==> src/rtl/mem_port_arbiter_if.sv <==
// Bundle of signals between the memory-port arbiter, its two requesters (fetch, data) and the
// single synchronous memory port.
interface mem_port_arbiter_if #(
  parameter int AW = 12,
  parameter int DW = 16
);
  // Handshake: a requester holds req (with stable address/data) until it sees a one-cycle ack;
  // ack means the access was issued to memory at that edge. Read data comes back later as a
  // one-cycle rvalid pulse with rdata, in issue order.
  logic          flush;
  logic          if_req;
  logic [AW-1:0] if_addr;
  logic          if_ack;
  logic          if_rvalid;
  logic [DW-1:0] if_rdata;
  logic          d_req;
  logic          d_we;
  logic [AW-1:0] d_addr;
  logic [DW-1:0] d_wdata;
  logic          d_ack;
  logic          d_rvalid;
  logic [DW-1:0] d_rdata;
  logic          stall;
  logic [AW-1:0] m_addr;
  logic [DW-1:0] m_data;
  logic          m_rw;
  logic [DW-1:0] m_q;
  logic          dbg_last_was_data;
  logic          dbg_load_outstanding;

  modport slave (
    input  flush, if_req, if_addr, d_req, d_we, d_addr, d_wdata, m_q,
    output if_ack, if_rvalid, if_rdata, d_ack, d_rvalid, d_rdata, stall,
           m_addr, m_data, m_rw, dbg_last_was_data, dbg_load_outstanding
  );

  modport master (
    output flush, if_req, if_addr, d_req, d_we, d_addr, d_wdata, m_q,
    input  if_ack, if_rvalid, if_rdata, d_ack, d_rvalid, d_rdata, stall,
           m_addr, m_data, m_rw, dbg_last_was_data, dbg_load_outstanding
  );
endinterface

==> src/rtl/mem_port_arbiter.sv <==
// Shares one synchronous memory port between instruction fetch and data load/store, tracks
// in-flight reads with a tag shift register and routes m_q back to the issuing requester.
module mem_port_arbiter #(
  parameter int AW     = 12,
  parameter int DW     = 16,
  parameter int RD_LAT = 1
) (
  input logic               clock,
  input logic               reset,
  mem_port_arbiter_if.slave bus
);

  logic              gnt_data;
  logic              gnt_fetch;
  logic              last_was_data_q, last_was_data_d;
  // Tag shift: valid bit and source bit (1 = data, 0 = fetch); slot RD_LAT-1 is the one exiting.
  logic [RD_LAT-1:0] tag_v_q, tag_v_d;
  logic [RD_LAT-1:0] tag_s_q, tag_s_d;
  logic              exit_v;
  logic              exit_s;
  logic              load_outstanding;

  logic [AW-1:0]     m_addr_q, m_addr_d;
  logic [DW-1:0]     m_data_q, m_data_d;
  logic              m_rw_q, m_rw_d;
  logic              if_ack_q, d_ack_q;
  logic              if_rvalid_q, if_rvalid_d;
  logic              d_rvalid_q, d_rvalid_d;
  logic [DW-1:0]     if_rdata_q, if_rdata_d;
  logic [DW-1:0]     d_rdata_q, d_rdata_d;

  always_comb begin
    gnt_data         = 1'b0;
    gnt_fetch        = 1'b0;
    tag_v_d          = '0;
    tag_s_d          = '0;
    exit_v           = 1'b0;
    exit_s           = 1'b0;
    m_addr_d         = m_addr_q;
    m_data_d         = m_data_q;
    m_rw_d           = 1'b0;
    last_was_data_d  = last_was_data_q;
    if_rvalid_d      = 1'b0;
    d_rvalid_d       = 1'b0;
    if_rdata_d       = if_rdata_q;
    d_rdata_d        = d_rdata_q;

    // Data has priority, except that a waiting fetch never sees two data grants in a row.
    gnt_data  = bus.d_req & ~(last_was_data_q & bus.if_req);
    gnt_fetch = bus.if_req & ~gnt_data;

    if (gnt_data) begin
      m_addr_d        = bus.d_addr;
      m_data_d        = bus.d_wdata;
      m_rw_d          = bus.d_we;
      last_was_data_d = 1'b1;
    end else if (gnt_fetch) begin
      m_addr_d        = bus.if_addr;
      last_was_data_d = 1'b0;
    end

    // Stores occupy a slot in the shift but never return data.
    tag_v_d[0] = gnt_fetch | (gnt_data & ~bus.d_we);
    tag_s_d[0] = gnt_data;
    for (int i = 1; i < RD_LAT; i++) begin
      tag_v_d[i] = tag_v_q[i-1];
      tag_s_d[i] = tag_s_q[i-1];
    end

    // A taken branch kills every fetch still in flight, including the one issued this edge
    // and the one whose data is arriving right now.
    if (bus.flush) begin
      tag_v_d = tag_v_d & tag_s_d;
    end
    exit_s = tag_s_q[RD_LAT-1];
    exit_v = tag_v_q[RD_LAT-1] & ~(bus.flush & ~exit_s);

    if (exit_v && exit_s) begin
      d_rvalid_d = 1'b1;
      d_rdata_d  = bus.m_q;
    end else if (exit_v) begin
      if_rvalid_d = 1'b1;
      if_rdata_d  = bus.m_q;
    end
  end

  always_ff @(posedge clock or negedge reset) begin
    if (!reset) begin
      m_addr_q        <= '0;
      m_data_q        <= '0;
      m_rw_q          <= 1'b0;
      if_ack_q        <= 1'b0;
      d_ack_q         <= 1'b0;
      if_rvalid_q     <= 1'b0;
      d_rvalid_q      <= 1'b0;
      if_rdata_q      <= '0;
      d_rdata_q       <= '0;
      last_was_data_q <= 1'b0;
      tag_v_q         <= '0;
      tag_s_q         <= '0;
    end else begin
      m_addr_q        <= m_addr_d;
      m_data_q        <= m_data_d;
      m_rw_q          <= m_rw_d;
      if_ack_q        <= gnt_fetch;
      d_ack_q         <= gnt_data;
      if_rvalid_q     <= if_rvalid_d;
      d_rvalid_q      <= d_rvalid_d;
      if_rdata_q      <= if_rdata_d;
      d_rdata_q       <= d_rdata_d;
      last_was_data_q <= last_was_data_d;
      tag_v_q         <= tag_v_d;
      tag_s_q         <= tag_s_d;
    end
  end

  // A load holds the pipeline until its data has left the shift; a store only until accepted.
  assign load_outstanding = |(tag_v_q & tag_s_q);
  assign bus.stall        = (bus.d_req & ~d_ack_q) | load_outstanding;

  assign bus.m_addr               = m_addr_q;
  assign bus.m_data               = m_data_q;
  assign bus.m_rw                 = m_rw_q;
  assign bus.if_ack               = if_ack_q;
  assign bus.d_ack                = d_ack_q;
  assign bus.if_rvalid            = if_rvalid_q;
  assign bus.d_rvalid             = d_rvalid_q;
  assign bus.if_rdata             = if_rdata_q;
  assign bus.d_rdata              = d_rdata_q;
  assign bus.dbg_last_was_data    = last_was_data_q;
  assign bus.dbg_load_outstanding = load_outstanding;

endmodule

==> src/flat_wrapper.sv <==
// flat-port wrapper written by rule: the top's interface ports become plain ports
module mem_port_arbiter_flat 
#(
  parameter int AW     = 12,
  parameter int DW     = 16,
  parameter int RD_LAT = 1
)
  (clock, reset, bus_flush, bus_if_req, bus_if_addr, bus_d_req, bus_d_we, bus_d_addr, bus_d_wdata, bus_m_q, bus_if_ack, bus_if_rvalid, bus_if_rdata, bus_d_ack, bus_d_rvalid, bus_d_rdata, bus_stall, bus_m_addr, bus_m_data, bus_m_rw, bus_dbg_last_was_data, bus_dbg_load_outstanding);
  mem_port_arbiter_if #(.AW(AW), .DW(DW)) bus_i ();
  input logic clock;
  input logic reset;
  input wire logic [$bits(bus_i.flush)-1:0] bus_flush;
  input wire logic [$bits(bus_i.if_req)-1:0] bus_if_req;
  input wire logic [$bits(bus_i.if_addr)-1:0] bus_if_addr;
  input wire logic [$bits(bus_i.d_req)-1:0] bus_d_req;
  input wire logic [$bits(bus_i.d_we)-1:0] bus_d_we;
  input wire logic [$bits(bus_i.d_addr)-1:0] bus_d_addr;
  input wire logic [$bits(bus_i.d_wdata)-1:0] bus_d_wdata;
  input wire logic [$bits(bus_i.m_q)-1:0] bus_m_q;
  output wire logic [$bits(bus_i.if_ack)-1:0] bus_if_ack;
  output wire logic [$bits(bus_i.if_rvalid)-1:0] bus_if_rvalid;
  output wire logic [$bits(bus_i.if_rdata)-1:0] bus_if_rdata;
  output wire logic [$bits(bus_i.d_ack)-1:0] bus_d_ack;
  output wire logic [$bits(bus_i.d_rvalid)-1:0] bus_d_rvalid;
  output wire logic [$bits(bus_i.d_rdata)-1:0] bus_d_rdata;
  output wire logic [$bits(bus_i.stall)-1:0] bus_stall;
  output wire logic [$bits(bus_i.m_addr)-1:0] bus_m_addr;
  output wire logic [$bits(bus_i.m_data)-1:0] bus_m_data;
  output wire logic [$bits(bus_i.m_rw)-1:0] bus_m_rw;
  output wire logic [$bits(bus_i.dbg_last_was_data)-1:0] bus_dbg_last_was_data;
  output wire logic [$bits(bus_i.dbg_load_outstanding)-1:0] bus_dbg_load_outstanding;
  assign bus_i.flush = bus_flush;
  assign bus_i.if_req = bus_if_req;
  assign bus_i.if_addr = bus_if_addr;
  assign bus_i.d_req = bus_d_req;
  assign bus_i.d_we = bus_d_we;
  assign bus_i.d_addr = bus_d_addr;
  assign bus_i.d_wdata = bus_d_wdata;
  assign bus_i.m_q = bus_m_q;
  assign bus_if_ack = bus_i.if_ack;
  assign bus_if_rvalid = bus_i.if_rvalid;
  assign bus_if_rdata = bus_i.if_rdata;
  assign bus_d_ack = bus_i.d_ack;
  assign bus_d_rvalid = bus_i.d_rvalid;
  assign bus_d_rdata = bus_i.d_rdata;
  assign bus_stall = bus_i.stall;
  assign bus_m_addr = bus_i.m_addr;
  assign bus_m_data = bus_i.m_data;
  assign bus_m_rw = bus_i.m_rw;
  assign bus_dbg_last_was_data = bus_i.dbg_last_was_data;
  assign bus_dbg_load_outstanding = bus_i.dbg_load_outstanding;
  mem_port_arbiter #(.AW(AW), .DW(DW), .RD_LAT(RD_LAT)) u_core (.clock(clock), .reset(reset), .bus(bus_i));
endmodule
==> config.mk <==
export PLATFORM = sky130hd
export DESIGN_NAME = mem_port_arbiter_flat
export DESIGN_NICKNAME = d
export VERILOG_FILES = /design/src/rtl/mem_port_arbiter_if.sv /design/src/rtl/mem_port_arbiter.sv /design/src/flat_wrapper.sv
export SDC_FILE = /design/constraint.sdc
export NUM_CORES = 1
export LEC_CHECK = 0
export ABC_AREA = 1
export CAP_MARGIN = 15
export CORE_MARGIN = 10
export CORE_UTILIZATION = 36
export CTS_CLUSTER_SIZE = 16
export DETAILED_ROUTE_END_ITERATION = 6
export HOLD_SLACK_MARGIN = 0.08
export PLACE_DENSITY = 0.8
export SETUP_SLACK_MARGIN = 0.1
export SLEW_MARGIN = 20
export SYNTH_ARGS = -nofsm -noshare
export SYNTH_HDL_FRONTEND = slang
export SYNTH_SLANG_ARGS = --single-unit
==> constraint.sdc <==
create_clock -name clock -period 1 [get_ports clock]
set_input_delay 0.2 -clock clock [delete_from_list [all_inputs] [get_ports clock]]
set_output_delay 0.2 -clock clock [all_outputs]
set_load 0.02 [all_outputs]
# Yosys cells after proc, flatten, opt, wreduce, memory -nomap -nowiden
# Index checks and enable logic that the tools add are counted.
[totals]
ff_bits = 67
in_bits = 62
output_inout_bits = 68
wordCells = 40
[classes]
mux = 9
n_bitwise = 17
n_reduce_logical = 3
[op_table]
columns = ["operator", "count"]
rows = [
  ["$mux W12", 2],
  ["$and A1 B1 Y1", 9],
  ["$mux W1", 7],
  ["$not A1 Y1", 6],
  ["$or A1 B1 Y1", 2],
  ["$reduce_and A2 Y1", 1],
  ["$reduce_bool A2 Y1", 1],
  ["$logic_and A1 B1 Y1", 1],
]

# Logic depth before layout (Yosys ltp)
# Gate-level depths: netlist of the first run.
[logic_depth]
ltp_word = 8
ltp_mapped = 6
ltp_nobuf = 5

# Least setup slack after synthesis of the first run
# No wires, ideal clock.
[synth_timing]
kind = "reg2out"
start = "reg u_core.tag_s_q (netlist: u_core.exit_s)"
end = "out bus_stall"
t_arrival_ps = 1168
required_time_ps = 800
setup_slack_ps = -368
path_stages_with_launch = 4
path_buffers = 1
path_cell_list = "dfrtp_1 nand2_1 clkbuf_1 o21ai_0"
[synth_between]
elab_chain_len = 3
elab_cells_between_ends = 4
classes_between = "4 x bitwise"
[synth_lines]
columns = ["item", "line_no", "source"]
rows = [
  ["start, declared", "mem_port_arbiter.sv:18", "logic [RD_LAT-1:0] tag_s_q, tag_s_d;"],
  ["start signal, assigned", "mem_port_arbiter.sv:113", "tag_s_q <= tag_s_d;"],
  ["$not A1 Y1", "-", ""],
  ["$and A1 B1 Y1", "-", ""],
  ["$or A1 B1 Y1 *", "mem_port_arbiter.sv:119", "assign bus.stall = (bus.d_req & ~d_ack_q) | load_outstanding;"],
  ["end, declared", "flat_wrapper.sv:26", "output wire logic [$bits(bus_i.stall)-1:0] bus_stall;"],
]
# Every way passes the cells marked *; elsewhere a longest branch is shown, timed or not.

# Final worst setup path of the first run
# Same ends and word-level chain as after synthesis.

==> results of run 1 <==
-- cell type report --
cell class / instances / area [um^2]
well taps: 99 / 123.9
flip-flops and latches: 67 / 1679
clock inverters: 6 / 87.58
repair inverters: 2 / 22.52
multi-input cells: 185 / 1231
clock buffers: 10 / 137.6
fillers: 408 / 1466
repair buffers: 212 / 2315
inverters: 37 / 151.4
-- metrics by stage --
| stage | total power (W) | cells | area [um^2] |
|---|---|---|---|
| after global routing | 0.01035 | 618 | 5748 |
| after global placement | 0.005997 | 536 | 4213 |
| after detailed placement | 0.006065 | 536 | 4213 |
| after floorplan | 0.004546 | 303 | 2734 |
| final | 0.009889 | 618 | 5748 |
| after CTS | 0.009490 | 591 | 5398 |
-- flip-flops by register name, summed over array words and instances (netlist names) --
signal,flops
u_core.bus.if_rvalid,1
u_core.bus.d_rdata,16
u_core.bus.dbg_last_was_data,1
u_core.exit_s,1
u_core.bus.m_data,16
u_core.bus.m_rw,1
u_core.tag_v_q,1
u_core.bus.if_ack,1
u_core.bus.m_addr,12
u_core.bus.if_rdata,16
u_core.bus.d_rvalid,1
-- metal layers --
layer | vias to the layer above | part of all wire | global-route usage
li1 | 1357 | - | -
met3 | 22 | 0.067 | 0.06159
met5 | - | 0 | 0
met2 | 93 | 0.56 | 0.3282
met4 | 0 | 0.024 | 0.07060
met1 | 1431 | 0.35 | 0.1854
-- tightest hold or removal path, cell delays in order --
cell	delay (ns)
dlygate4sd2_1	0.25
nor2_4	0.10
nand2_1	0.08
nand2_2	0.05
-- path summary, 6_finish.rpt --
path	startpoint	endpoint	slack, ns	cells past startpoint
hold reg to reg	u_core.bus.d_rdata[1]	u_core.bus.d_rdata[1]	0.50	2
setup reg to reg	u_core.exit_s	u_core.bus.if_rdata[11]	-0.25	5
setup / recovery	u_core.exit_s	bus_stall	-0.27	2
min in group asynchronous	reset	u_core.bus.m_addr[9]	0.41	3
hold / removal	bus_if_req	u_core.bus.dbg_last_was_data	0.39	4
max in group asynchronous	reset	u_core.bus.dbg_last_was_data	0.26	3
-- kinds of logic (layout without fill, tap and decap cells) --
kind of cell | count (synthesis) | count (layout)
buf+inv | 52 | 267
compound gates | 34 | 34
simple gates | 150 | 151
flops | 67 | 67
-- cell usage in the layout (no fill, tap or decap), types with 4 or more instances in the layout --
cell / synthesis / routed
buf_6: 1 / 78
nand2_1: 120 / 74
dfrtp_1: 67 / 65
clkdlybuf4s50_1: 0 / 58
buf_4: 2 / 53
inv_1: 36 / 33
nand2_2: 2 / 24
nand2_4: 0 / 22
nand3_2: 0 / 21
o21ai_1: 0 / 13
o21ai_2: 0 / 11
clkbuf_8: 0 / 10
o21ai_0: 34 / 9
buf_16: 0 / 7
buf_12: 0 / 7
buf_8: 0 / 4
-- repair_timing --
item,CTS,global route
hold buffers,1,0
setup buffers,27,27
setup endpoints to repair,135,135
pin swaps,19,15
hold endpoints to repair,67,0
gates resized for setup,536,47
cloned,11,0
-- power by group --
group          switching (W)  total, W  internal, W
clock network        0.00107   0.00255      0.00148
logic                0.00173   0.00382      0.00210
registers           0.000356   0.00352      0.00316
total                0.00315   0.00989      0.00674
==> results.json, run 1 <==
{
  "initial_core_util": 0.3701,
  "finalHoldViolations": 0,
  "syn_to_final_growth_pct": 115.3,
  "arrival_ns": 1.07,
  "grt_util_all_layers": 0.1801,
  "dr_total_vias": 2903,
  "crit_chain": "o21ai_2 -> buf_6",
  "cp-start-kind": "register",
  "synth_top_family_by_area": "simple AND/OR/NAND/NOR gates",
  "min_period_ns": 1.274,
  "cp.required_ns": 0.80,
  "crit_type": "register to output pin",
  "antenna_cells": 0,
  "synthArstFlopShare": 1.000,
  "post-synth-top-area-cell": "dfrtp_1",
  "synth_compound_area_frac": 0.06373,
  "synth_top_area_share": 0.6279,
  "drt_iter0_markers": 106,
  "outcome": "finished, violations left",
  "die_w_um": 106.1,
  "crit_buf_inv": 1,
  "finalSetupTns_ns": -16.05,
  "yosys_most_used_dff": "dfrtp_1",
  "htreeDepth": 3,
  "maxCapViolCount": 0,
  "gr-total-overflow": 0,
  "ys_seq_area_frac": 0.6279,
  "yosysWarnings": 0,
  "cp-end-kind": "output pin",
  "gp_congestion": 0.7168,
  "core_area_um2": 7214,
  "syn_inst": 303,
  "antenna_left": 0,
  "via_per_inst": 4.697,
  "fin_nets": 576,
  "clkSinkCount": 67,
  "post-route-util": 0.7967,
  "rsz0062_at_grt": "true",
  "tightest_slew_ns": 0.3633,
  "clock_path_buffers": 2,
  "hp-class": "primary input to register",
  "drive_gt1_frac": 0.5010,
  "clk_pin_slew_ns": 0.07,
  "slowest_delay_ns": 0.44,
  "dpl.hpwl_um": 6152,
  "grt_max_degree": 68,
  "grt_pass1_vias": 3151,
  "synthTopCellsByCount": "nand2_1 (120), dfrtp_1 (67), inv_1 (36), o21ai_0 (34), nand3_1 (25)",
  "rows": 31,
  "die_h_um": 106.1,
  "dieArea_um2": 11260,
  "yosysUniqueCellTypes": 14,
  "clk_latency_ns": 0.33,
  "place_ws_ns": -0.7807,
  "fin_ws_ns": -0.2740,
  "max_freq_mhz": 784.9,
  "max_slew_margin": 0.7578,
  "synth_adder_area_share": 0,
  "drt_pass1_iterations": 4,
  "setup_viol": 135,
  "hold_ws_ns": 0.3870,
  "fin_skew_ns": 0.008952,
  "synthSimpleGateAreaFrac": 0.2259,
  "crit_family": "flip-flops",
  "post_drt_wl_per_cell_um": 17.50,
  "portBuffers": 129,
  "io_pins": 130,
  "cts_made_buffers": 9,
  "path_max_fanout": 3,
  "synth_area_um2": 2670,
  "timing.final.max_slew_violations": 0,
  "cpMaxStageDelayCell": "dfrtp_2",
  "synth_most_common_cell": "nand2_1",
  "syn_area_per_cell_um2": 8.812,
  "cellPowerDensity_nw_per_um2": 1720,
  "period_share": 1.274,
  "violations": "negative setup slack",
  "synth.area.mux_share": 0,
  "peakVddDrop_mv": 1.050,
  "antenna_found_initial": 0,
  "grt_pass1_wl_um": 16150,
  "drc": 0,
  "clockRootBuffer": "clkbuf_8",
  "synth_edf_count": 0,
  "synth_area_leaders": "dfrtp_1 (63%), nand2_1 (17%), o21ai_0 (6.4%)",
  "wirelength_um": 10810,
  "synth_nets": 365,
  "p_leak_nw": 3.022,
  "cts_tree": "done",
  "ys_ff_latch": 67,
  "synthXorXnorAreaFrac": 0
}
Note: power is estimated with default switching activity, not from simulation.
==> run 2, diff against run 1 <==
Settings changed: CORE_UTILIZATION 36 to 40, CTS_BUF_LIST set to sky130_fd_sc_hd__clkbuf_16, PLACE_DENSITY 0.8 to 0.84.
Clock period 1 ns to 1.4 ns, I/O delays scaled along.
==> run 2 against run 1 <==
  * First-iteration DRC count is 19% lower
  * Non-clock buffer count is 65 lower
  * Sequential power decreased by 30%
  * Final area fell by 25%
  * Die area shrank 8.2%
  * Highest routed layer unchanged
  * Clock power decreased by 17%
  * Via count fell by 15%
  * Critical path depth increased by 1
  * The flow still finishes with violations (negative setup slack)
  * Largest cell class is now registers
==> results.json, run 2 (synthesis gave the netlist of run 1 again) <==
{
  "outcome": "finished, violations left",
  "violations": "negative setup slack",
  "cellPowerDensity_nw_per_um2": 1427,
  "regToRegSetupSlack_ns": 0.25,
  "dr_total_vias": 2478,
  "p_clk_frac": 0.343,
  "tightest_slew_ns": 0.3501,
  "clkSinkCount": 67,
  "hp-class": "primary input to register",
  "setup_viol": 2,
  "min_period_ns": 1.402,
  "cts_made_buffers": 9,
  "cp-end-kind": "output pin",
  "antenna_left": 0,
  "path_max_fanout": 4,
  "cp.required_ns": 1.12,
  "initial_core_util": 0.4157,
  "fin_skew_ns": 0.003514,
  "crit_type": "register to output pin",
  "htreeDepth": 3,
  "drc": 0,
  "dpl.hpwl_um": 6204,
  "finalHoldViolations": 0,
  "post-route-util": 0.6700,
  "hold_ws_ns": 0.4238,
  "clockRootBuffer": "clkbuf_16",
  "stdcell_count": 527,
  "period_share": 1.001,
  "grt_util_all_layers": 0.1633,
  "switching_share": 0.3042,
  "portBuffers": 129,
  "wirelength_um": 8324,
  "switching_power_w": 0.001868,
  "place_inst": 505,
  "rows": 29,
  "gp_congestion": 0.7785,
  "internal_power_w": 0.004274,
  "die_w_um": 101.7,
  "clk_latency_ns": 0.31,
  "peakVddDrop_mv": 0.7405,
  "die_h_um": 101.7,
  "rsz0062_at_grt": "true",
  "grt_pass1_vias": 2695,
  "cts_tree": "done",
  "clk_pin_slew_ns": 0.05,
  "antenna_cells": 0,
  "max_slew_margin": 0.7666,
  "dieArea_um2": 10340,
  "timing.final.max_slew_violations": 0,
  "clock_path_buffers": 2,
  "io_pins": 130,
  "post_drt_wl_per_cell_um": 15.80,
  "antenna_found_initial": 0,
  "design_area_um2": 4303,
  "seqPwrFrac": 0.398,
  "arrival_ns": 1.12,
  "core_area_um2": 6422,
  "syn_to_final_growth_pct": 61.15,
  "final_cell_mix": "nand2_1 (119), dfrtp_1 (66), clkdlybuf4s50_1 (59)",
  "max_freq_mhz": 713.2,
  "drt_pass1_iterations": 4,
  "maxCapViolCount": 0,
  "fin_ws_ns": -0.002100,
  "drt_iter0_markers": 86,
  "postPlaceCellArea_um2": 4095,
  "finalSetupTns_ns": -0.003048,
  "drive_gt1_frac": 0.1800,
  "p_leak_nw": 2.287,
  "mostFrequentLayoutCell": "nand2_1",
  "via_per_inst": 4.702,
  "grt_pass1_wl_um": 13340,
  "fin_nets": 508,
  "num-fill-cells": 526,
  "combPwrFrac": 0.258,
  "grt_max_degree": 68,
  "gr-total-overflow": 0,
  "cp-start-kind": "register"
}
==> run 2: routing by layer <==
| layer | part of all wire | GRT usage |
|---|---|---|
| met1 | 0.37 | 0.1691 |
| met2 | 0.52 | 0.2903 |
| met3 | 0.092 | 0.06739 |
| met4 | 0.015 | 0.05941 |
| met5 | 0 | 0 |
==> run 2: final cells by class <==
type                            count  area (um^2)  share of cell area
Clock buffer                        9        225.2             0.05234
Multi-Input combinational cell    184        794.5              0.1846
Clock inverter                      6        57.56             0.01338
Sequential cell                    67         1678              0.3899
Tap cell                           77        96.34             0.02239
Inverter                           37        138.9             0.03228
Timing Repair Buffer              147         1313              0.3050
==> run 2: through the flow <==
stage                     total power, W  setup WS, ns
after detailed placement        0.004287       -0.5086
after CTS                       0.006268      -0.03741
after global placement          0.004228       -0.4809
after floorplan                 0.003223        0.1117
after global routing            0.006470      -0.05653
final                           0.006142     -0.002100
==> run 2: timing repair <==
item,4_1_cts,5_1_grt
endpoints found under the hold margin,67,0
buffers inserted,1,5
hold buffers,1,0
setup endpoints to repair,81,77
pin swaps,0,1
resized for setup,147,49
==> run 2: critical path, cell delays in order, from the launching register on <==
cell,delay [ns]
dfrtp_2,0.43
buf_6,0.13
o21ai_4,0.12
buf_6,0.13
==> run 2: final timing paths <==
kind                                 startpoint  cells after the start                           end
max                               u_core.exit_s                      3                     bus_stall
min                                  bus_if_req                      4  u_core.bus.dbg_last_was_data
max reg2reg                       u_core.exit_s                      3       u_core.bus.if_rdata[11]
min reg2reg                u_core.bus.m_data[8]                      2          u_core.bus.m_data[8]
max in group asynchronous                 reset                      3                 u_core.exit_s
min in group asynchronous                 reset                      3          u_core.bus.m_data[5]
==> run 2: power by group through the flow <==
stage	logic [W]	clock network, W	registers (W)
global route	0.00174	0.00225	0.00248
global placement	0.00178	0	0.00245
floorplan	0.000363	0	0.00286
finish	0.00159	0.00211	0.00245
detailed placement	0.00182	0	0.00247
CTS	0.00167	0.00216	0.00244
==> run 3, diff against run 2 <==
Settings changed: CORE_MARGIN 10 to not set.
==> run 3 against run 2 <==
  * The flow now finishes without violations
  * Critical path depth stayed put
  * Clock-buffer cell count stayed put
  * Clock skew hardly changed
  * Sequential power hardly changed
  * Fmax is 6.6% higher
  * Combinational power hardly changed
  * Sequential share of layout area hardly changed
  * First-iteration DRC count is 53% higher
  * Global-route usage is 4.8 points higher
  * Via count is 0.61% higher
  * Register-to-register slack worse by 0.09 ns
  * Largest cell class unchanged
==> results.json, run 3 (synthesis gave the netlist of run 1 again) <==
{
  "outcome": "finished clean",
  "gp_congestion": 0.8216,
  "max_freq_mhz": 760.4,
  "clockRootBuffer": "clkbuf_16",
  "portBuffers": 129,
  "dpl.hpwl_um": 4996,
  "antenna_found_initial": 0,
  "timing.final.max_slew_violations": 0,
  "hp-class": "primary input to register",
  "crit_chain": "nand2_2 -> o21ai_2 -> buf_6",
  "clk_latency_ns": 0.31,
  "fin_nets": 502,
  "maxCapViolCount": 0,
  "cts_tree": "done",
  "antenna_cells": 0,
  "gr-total-overflow": 0,
  "drt_iter0_markers": 132,
  "p_leak_nw": 2.277,
  "cp-start-kind": "register",
  "post_drt_wl_per_cell_um": 13.39,
  "place_ws_ns": -0.5205,
  "min_period_ns": 1.315,
  "switching_power_w": 0.001840,
  "slowest_delay_ns": 0.41,
  "wirelength_um": 6991,
  "fin_skew_ns": 0.003711,
  "tightest_slew_ns": 0.3444,
  "rsz0062_at_grt": "true",
  "setup_viol": 0,
  "core_area_um2": 6386,
  "path_max_fanout": 4,
  "mostFrequentLayoutCell": "nand2_1",
  "via_per_inst": 4.776,
  "antenna_left": 0,
  "initial_core_util": 0.4181,
  "grt_pass1_wl_um": 11680,
  "final_cell_mix": "nand2_1 (119), dfrtp_1 (67), clkdlybuf4s50_1 (58)",
  "die_w_um": 83.70,
  "drc": 0,
  "drt_pass1_iterations": 4,
  "crit_type": "register to output pin",
  "hold_ws_ns": 0.4544,
  "power_w": 0.006119,
  "clock_path_buffers": 2,
  "arrival_ns": 1.04,
  "htreeDepth": 3,
  "grt_util_all_layers": 0.2116,
  "clkSinkCount": 67,
  "grt_max_degree": 68,
  "dr_total_vias": 2493,
  "p_clk_frac": 0.346,
  "fin_ws_ns": 0.08486,
  "cellPowerDensity_nw_per_um2": 1423,
  "period_share": 0.9394,
  "cpMaxStageDelayCell": "dfrtp_1",
  "syn_to_final_growth_pct": 61.01,
  "dieArea_um2": 7006,
  "combPwrFrac": 0.254,
  "internal_power_w": 0.004279,
  "crit_family": "flip-flops",
  "grt_pass1_vias": 2524,
  "max_slew_margin": 0.7704,
  "drive_gt1_frac": 0.1393,
  "peakVddDrop_mv": 0.9387,
  "rows": 29,
  "switching_share": 0.3007,
  "finalHoldViolations": 0,
  "cts_made_buffers": 9,
  "die_h_um": 83.70,
  "cp-end-kind": "output pin",
  "clk_pin_slew_ns": 0.05,
  "crit_buf_inv": 1,
  "io_pins": 130,
  "cp.required_ns": 1.12,
  "seqPwrFrac": 0.400
}
-- run 3: layer usage --
layer | wire, um | track usage | up-vias | part of all wire
li1 | - | - | 1202 | -
met1 | 2748 | 0.2503 | 1186 | 0.39
met2 | 3623 | 0.3614 | 91 | 0.52
met3 | 453 | 0.05737 | 14 | 0.065
met4 | 165 | 0.09091 | 0 | 0.024
met5 | 0 | 0 | - | 0
-- run 3: area by class of cell --
| cell class | instances | area [um^2] |
|---|---|---|
| clock buffer | 9 | 225.2 |
| clock inverter | 7 | 58.81 |
| fill | 510 | 2087 |
| inverter | 37 | 138.9 |
| multi-input combinational | 184 | 787.0 |
| sequential | 67 | 1677 |
| tap | 77 | 96.34 |
| timing repair buffer | 141 | 1316 |
-- run 3: final timing paths --
kind | from | endpoint | slack (ns) | cells after the start
hold reg to reg | u_core.bus.m_data[2] | u_core.bus.m_data[2] | 0.48 | 2
min in group asynchronous | reset | u_core.bus.m_data[15] | 0.51 | 3
setup / recovery | u_core.exit_s | bus_stall | 0.08 | 3
max in group asynchronous | reset | u_core.bus.m_addr[2] | 0.60 | 3
hold / removal | bus_if_req | u_core.bus.if_ack | 0.45 | 4
setup reg to reg | u_core.exit_s | u_core.bus.d_rdata[9] | 0.16 | 5
-- run 3: through the flow --
step	instance area (um^2)	TNS (ns)	std cells	utilization
final	4299	0	522	0.6732
after global routing	4299	0	522	0.6732
after CTS	4388	0	521	0.6871
after detailed placement	4100	-9.063	504	0.6420
after global placement	4100	-7.182	504	0.6420
after floorplan	2675	0	303	-
-- run 3: power by group through the flow --
stage	Sequential (W)	Combinational (W)	Clock [W]
4_1_cts	0.00245	0.00162	0.00216
3_5_place_dp	0.00247	0.00178	0
2_1_floorplan	0.00286	0.000363	0
5_1_grt	0.00248	0.00169	0.00226
6_report	0.00245	0.00156	0.00212
3_3_place_gp	0.00246	0.00174	0
-- run 3: worst register-to-register path: stages (launching register included) --
cell and delay, ns:
dfrtp_1 0.41, nand2_2 0.11, buf_4 0.11, buf_4 0.28, nand2_1 0.11, o21ai_0 0.11
-- run 3: what timing repair did --
| action | 4_1_cts | 5_1_grt |
|---|---|---|
| hold endpoints to repair | 67 | 0 |
| hold buffers | 1 | 0 |
| gates resized for setup | 139 | 37 |
| pin swaps | 0 | 2 |
| setup endpoints to repair | 81 | 55 |
| buffers inserted | 0 | 1 |
